**src/rtl/button_event_queue.sv**
```systemverilog
// Turns debouncer change snapshots into an ordered stream of {index, state} events.
// Events are buffered in a show-ahead FIFO with an IRQ level and a sticky overflow flag.
module button_event_queue #(
  parameter int MUX_ADDR_BITS   = 4,
  parameter int FIFO_DEPTH_BITS = 3
) (
  input  logic                          CLK,
  input  logic                          RESETN,
  input  logic [(1<<MUX_ADDR_BITS)-1:0] DEBOUNCED,
  input  logic [(1<<MUX_ADDR_BITS)-1:0] CHANGE_FLAGS,
  input  logic                          UPDATED,
  input  logic                          EVENT_RD,
  output logic                          EVENT_VALID,
  output logic [MUX_ADDR_BITS-1:0]      EVENT_INDEX,
  output logic                          EVENT_STATE,
  output logic [FIFO_DEPTH_BITS:0]      EVENT_COUNT,
  output logic                          OVERFLOW,
  input  logic                          OVERFLOW_CLEAR,
  output logic                          BUSY,
  output logic                          IRQ
);

  localparam int N  = 1 << MUX_ADDR_BITS;
  localparam int D  = 1 << FIFO_DEPTH_BITS;
  localparam int EW = MUX_ADDR_BITS + 1;
  localparam int CW = FIFO_DEPTH_BITS + 1;
  localparam int PW = FIFO_DEPTH_BITS;

  typedef enum logic {IDLE = 1'b0, SCAN = 1'b1} state_t;

  state_t                   state_reg, state_next;
  logic [MUX_ADDR_BITS-1:0] idx_reg, idx_next;
  logic [N-1:0]             pend_flags_reg, pend_flags_next;
  logic [N-1:0]             pend_vals_reg, pend_vals_next;
  logic [N-1:0]             nxt_flags_reg, nxt_flags_next;
  logic [N-1:0]             nxt_vals_reg, nxt_vals_next;
  logic                     nxt_valid_reg, nxt_valid_next;

  logic                     capture;
  logic                     scan_last;
  logic                     push_req;
  logic [EW-1:0]            push_data;

  logic [EW-1:0]            mem [D];
  logic [PW-1:0]            wr_ptr_reg, wr_ptr_next;
  logic [PW-1:0]            rd_ptr_reg, rd_ptr_next;
  logic [CW-1:0]            count_reg, count_next;
  logic [EW-1:0]            head_reg, head_next;
  logic                     overflow_reg, overflow_next;
  logic                     irq_reg;
  logic                     fifo_full;
  logic                     pop_ok;
  logic                     push_ok;

  assign capture   = UPDATED && (CHANGE_FLAGS != '0);
  assign scan_last = (idx_reg == MUX_ADDR_BITS'(N - 1));
  assign push_req  = (state_reg == SCAN) && pend_flags_reg[idx_reg];
  assign push_data = {idx_reg, pend_vals_reg[idx_reg]};

  always_ff @(posedge CLK or negedge RESETN) begin
    if (!RESETN) begin
      state_reg      <= IDLE;
      idx_reg        <= '0;
      pend_flags_reg <= '0;
      pend_vals_reg  <= '0;
      nxt_flags_reg  <= '0;
      nxt_vals_reg   <= '0;
      nxt_valid_reg  <= 1'b0;
    end else begin
      state_reg      <= state_next;
      idx_reg        <= idx_next;
      pend_flags_reg <= pend_flags_next;
      pend_vals_reg  <= pend_vals_next;
      nxt_flags_reg  <= nxt_flags_next;
      nxt_vals_reg   <= nxt_vals_next;
      nxt_valid_reg  <= nxt_valid_next;
    end
  end

  always_comb begin
    state_next      = state_reg;
    idx_next        = idx_reg;
    pend_flags_next = pend_flags_reg;
    pend_vals_next  = pend_vals_reg;
    nxt_flags_next  = nxt_flags_reg;
    nxt_vals_next   = nxt_vals_reg;
    nxt_valid_next  = nxt_valid_reg;
    case (state_reg)
      IDLE: begin
        if (capture) begin
          state_next      = SCAN;
          idx_next        = '0;
          pend_flags_next = CHANGE_FLAGS;
          pend_vals_next  = DEBOUNCED;
        end
      end
      SCAN: begin
        idx_next = idx_reg + MUX_ADDR_BITS'(1);
        if (scan_last) begin
          // An update arriving in the wrap cycle joins the transfer so nothing is stranded
          if (nxt_valid_reg || capture) begin
            state_next      = SCAN;
            pend_flags_next = nxt_flags_reg | (capture ? CHANGE_FLAGS : '0);
            pend_vals_next  = capture ? DEBOUNCED : nxt_vals_reg;
            nxt_flags_next  = '0;
            nxt_valid_next  = 1'b0;
          end else begin
            state_next = IDLE;
          end
        end else if (capture) begin
          nxt_flags_next = nxt_flags_reg | CHANGE_FLAGS;
          nxt_vals_next  = DEBOUNCED;
          nxt_valid_next = 1'b1;
        end
      end
      default: state_next = IDLE;
    endcase
  end

  assign fifo_full = (count_reg == CW'(D));
  assign pop_ok    = EVENT_RD && (count_reg != '0);
  assign push_ok   = push_req && (!fifo_full || pop_ok);

  always_comb begin
    wr_ptr_next   = wr_ptr_reg + (push_ok ? PW'(1) : PW'(0));
    rd_ptr_next   = rd_ptr_reg + (pop_ok ? PW'(1) : PW'(0));
    count_next    = count_reg + CW'(push_ok) - CW'(pop_ok);
    // Head register is refreshed from the RAM, or bypassed when the push lands in an empty FIFO
    head_next     = head_reg;
    if (count_reg > CW'(pop_ok))
      head_next = mem[rd_ptr_next];
    else if (push_ok)
      head_next = push_data;
    overflow_next = overflow_reg;
    if (push_req && !push_ok)
      overflow_next = 1'b1;
    else if (OVERFLOW_CLEAR)
      overflow_next = 1'b0;
  end

  always_ff @(posedge CLK) begin
    if (push_ok)
      mem[wr_ptr_reg] <= push_data;
  end

  always_ff @(posedge CLK or negedge RESETN) begin
    if (!RESETN) begin
      wr_ptr_reg   <= '0;
      rd_ptr_reg   <= '0;
      count_reg    <= '0;
      head_reg     <= '0;
      overflow_reg <= 1'b0;
      irq_reg      <= 1'b0;
    end else begin
      wr_ptr_reg   <= wr_ptr_next;
      rd_ptr_reg   <= rd_ptr_next;
      count_reg    <= count_next;
      head_reg     <= head_next;
      overflow_reg <= overflow_next;
      irq_reg      <= (count_reg != '0);
    end
  end

  assign EVENT_VALID = (count_reg != '0);
  assign EVENT_INDEX = head_reg[EW-1:1];
  assign EVENT_STATE = head_reg[0];
  assign EVENT_COUNT = count_reg;
  assign OVERFLOW    = overflow_reg;
  assign BUSY        = (state_reg == SCAN);
  assign IRQ         = irq_reg;

endmodule
```
**config.mk**
```make
export PLATFORM = sky130hd
export DESIGN_NAME = button_event_queue
export DESIGN_NICKNAME = d
export VERILOG_FILES = /design/src/rtl/button_event_queue.sv
export SDC_FILE = /design/constraint.sdc
export NUM_CORES = 1
export LEC_CHECK = 0
export CAP_MARGIN = 20
export CORE_UTILIZATION = 40
export CTS_CLUSTER_SIZE = 8
export DETAILED_ROUTE_END_ITERATION = 6
export PLACE_DENSITY = 0.68
export SLEW_MARGIN = 20
export SYNTH_ARGS = -nofsm -noshare
export SYNTH_HDL_FRONTEND = slang
export SYNTH_SLANG_ARGS = --single-unit
```
**constraint.sdc**
```tcl
create_clock -name CLK -period 3 [get_ports CLK]
set_clock_uncertainty 0.2 [all_clocks]
set_input_delay 0.45 -clock CLK [delete_from_list [all_inputs] [get_ports CLK]]
set_output_delay 0.45 -clock CLK [all_outputs]
set_load 0.005 [all_outputs]
```
==> results.yml <==
cts:
  cts_root_buf: "clkbuf_16"
  clk_pin_slew_ns: 0.06
  cts_tree: "yes"
  clkLatencyLatePin_ns: 0.41
  postCtsSetupBuffers: 0
  htree_num_levels: 4
  cts_num_sinks: 127
  cts_buffers: 17
  cts_buffer_depth: 2
grt:
  grt_use_total_pct: 16.73
  antenna_found_initial: 0
  grt-ovfl-total: 0
  grt_max_degree: 74
  grt_pass1_vias: 3731
  grt_pass1_wl_mm: 18.60
critical_path:
  cpPeakStageDelay_ns: 0.51
  critPathMaxFanout: 11
  cp_cell_sequence: "inv_1 -> ha_2 -> nand2_1 -> nand2_1 -> inv_1 -> ha_1 -> buf_12 -> mux4_2 -> nor2b_1 -> a211oi_1 -> a31oi_1"
  cp_slowest_cell: "mux4_2"
  r2r_slack_ns: 0.24
  r2r_start: "EVENT_COUNT[2]$_DFF_PN0_"
  rr_worst_depth: 11
  critPathCaptureType: "register"
  critPathArrivalTime_ns: 2.86
  crit_path_start_kind: "register"
  crit_required_ns: 3.10
  worstReg2RegEnd: "head_reg[1]$_DFFE_PN0P_"
  worstSetupPathType: "reg -> reg"
die:
  pin_count: 50
  die_width_um: 121.7
  dieArea_mm2: 0.01480
  core-area_mm2: 0.01393
  initial_core_util_pct: 41.11
  die_h_um: 121.7
  rows: 43
placed_design:
  dp_cells: 682
  gp_congestion: 0.8123
  dp_hpwl_mm: 7.698
  port_buffers: 49
yosys:
  yosysTopAreaCell: "dfrtp_1"
  ys_seq_elements: 127
  synth_top_family_by_area: "multiplexers"
  synthCells: 445
  netlist_top_cells_area: "dfrtp_1, edfxtp_1, mux4_2"
  asyncSetResetFlopFracSynth_pct: 68.50
  ys_warn_count: 0
  synth_top_area_share_pct: 38.01
  muxShareOfSynthArea_pct: 14.39
  syn_nets: 495
  synth_simple_gate_area_share_pct: 9.065
  synth_commonest_cells: "dfrtp_1, nor2_1, a21oi_1"
  yosysMostFrequentCell: "dfrtp_1"
  synthXorXnorAreaFrac_pct: 0.9174
  synthAdderAreaFrac_pct: 2.971
  ys_types: 45
  syn_avg_cell_area_um2: 12.87
  synth_compound_area_share_pct: 10.55
  syn_area_mm2: 0.005728
  synth_seq_area_share_pct: 58.98
  synth_edf_count: 40
  yosys_most_used_dff: "dfrtp_1"
finish:
  fill_cells: 1173
  largest_register: "mem"
  num_antenna_cells: 0
  synthToLayoutAreaGrowth_pct: 26.45
  largest_reg_flops: 40
  drive_gt1_share_pct: 19.81
  finalNetCount: 572
  stdcell_count: 715
power:
  cellPowerDensity_mw_per_mm2: 1116
  irDropWorstVdd_v: 0.0005401
  leakage_uw: 0.002920
sta:
  max-slew-margin-rel_pct: 35.61
  finalSetupViolations: 0
  fin_tns_setup_ns: 0
  fin_crit_sh_pct: 92.09
  max_freq_mhz: 362.0
  worstMarginPinSlew_ns: 0.9635
  maxSlewViolCount: 0
  hold_viol: 0
  rsz0062_at_grt: "false"
  min_period_ns: 2.763
route:
  dr.max_layer_used: "met4"
  num_vias: 3818
  drt_wl_total_mm: 11.21
  route.met3.wl_um: 593
  firstDrtPassIters: 4
  viasPerCell: 5.340
  wl_per_cell_um: 15.68
  antenna_left: 0
  drc: 0
  met2_length_mm: 5.320
  drtIter0Drc: 282
  wl_met1_mm: 5.136
status:
  status: "complete, no violations"
job:
  drv_cap: 0
min_path:
  holdCritPathClass: "in -> async"
==> metrics by stage <==
step	power [µW]	instance area (µm²)	hold WS [ns]	setup WS, ns	utilization, %
floorplan	4996	5732	-0.04559	0.07495	-
finish	8086	7243	0.2295	0.2374	51.98
global route	8650	7243	0.2390	0.02623	51.98
global placement	5975	6628	0.1276	0.008873	47.56
CTS	8149	7226	0.2259	0.1548	51.85
detailed placement	6105	6628	0.1221	0.02031	47.56
==> area by class of cell <==
| type | count | area [µm²] | area share [%] |
|---|---|---|---|
| Tap cell | 180 | 225.2 | 3.109 |
| Timing Repair Buffer | 83 | 808.3 | 11.16 |
| Inverter | 12 | 45.04 | 0.6219 |
| Sequential cell | 127 | 3379 | 46.66 |
| Multi-Input combinational cell | 281 | 2197 | 30.33 |
| Clock buffer | 17 | 425.4 | 5.873 |
| Clock inverter | 15 | 162.7 | 2.246 |
==> how the worst max path moves through the flow <==
stage                                          endpoint                      from  slack, ns  depth (start not counted)
after global routing            head_reg[4]$_DFFE_PN0P_  EVENT_COUNT[2]$_DFF_PN0_       0.03                         11
after global placement    pend_flags_reg[7]$_DFFE_PN0P_           CHANGE_FLAGS[8]      0.009                          8
final                           head_reg[1]$_DFFE_PN0P_  EVENT_COUNT[2]$_DFF_PN0_       0.24                         11
after floorplan                EVENT_COUNT[1]$_DFF_PN0_    idx_reg[0]$_DFFE_PN0P_       0.07                         11
after detailed placement  pend_flags_reg[7]$_DFFE_PN0P_           CHANGE_FLAGS[8]       0.02                          8
after CTS                      EVENT_COUNT[2]$_DFF_PN0_  EVENT_COUNT[2]$_DFF_PN0_       0.15                         11
==> cell families after synthesis <==
family,Yosys count
compound gates,98
xor+xnor,6
fa+ha+maj,13
buf+inv,37
flops,127
mux,58
simple gates,106
==> worst max-delay path, delay by kind of cell, from the launching register on <==
family / cells / cell delay, ns
fa+ha+maj: 2 / 0.55
flops: 1 / 0.38
buf+inv: 3 / 0.36
simple gates: 3 / 0.34
mux: 1 / 0.51
compound gates: 2 / 0.30
==> per-layer routing <==
metal  track usage [%]  vias to the layer above
met5                 0                        -
met4             7.176                        0
met3             4.307                       14
met2             25.36                       87
met1             22.73                     1914
li1                  -                     1803
==> report_power, final <==
| part | total [µW] | switching (µW) | internal, µW | leakage, µW |
|---|---|---|---|---|
| sequential | 3020 | 417 | 2600 | 0.00131 |
| combinational | 3050 | 1510 | 1540 | 0.00135 |
| clock | 2020 | 792 | 1230 | 0.000268 |
==> placed cells by master (no fill, tap or decap), drive strengths merged, types with 4 or more instances in the layout <==
cell,synthesis,final
clkinvlp,0,6
xor2,4,4
or4,4,4
nor2b,7,7
o21ai,10,10
clkdlybuf4s50,0,48
mux4,14,14
a21oi,50,50
clkinv,0,4
nor2,55,55
buf,17,34
nand2,15,15
a31oi,6,6
a211oi,6,6
edfxtp,40,40
ha,12,12
clkbuf,8,17
mux2i,28,28
mux2,16,16
nand3,10,10
a22oi,19,19
dfrtp,87,87
inv,12,15
==> what timing repair did <==
action / 4_1_cts / 5_1_grt
endpoints found under the hold margin: 14 / 0
endpoints found under the setup margin: 0 / 3
resized for setup: 0 / 3
hold buffers: 1 / 0
No activity file was read; power rests on OpenSTA's default activity.
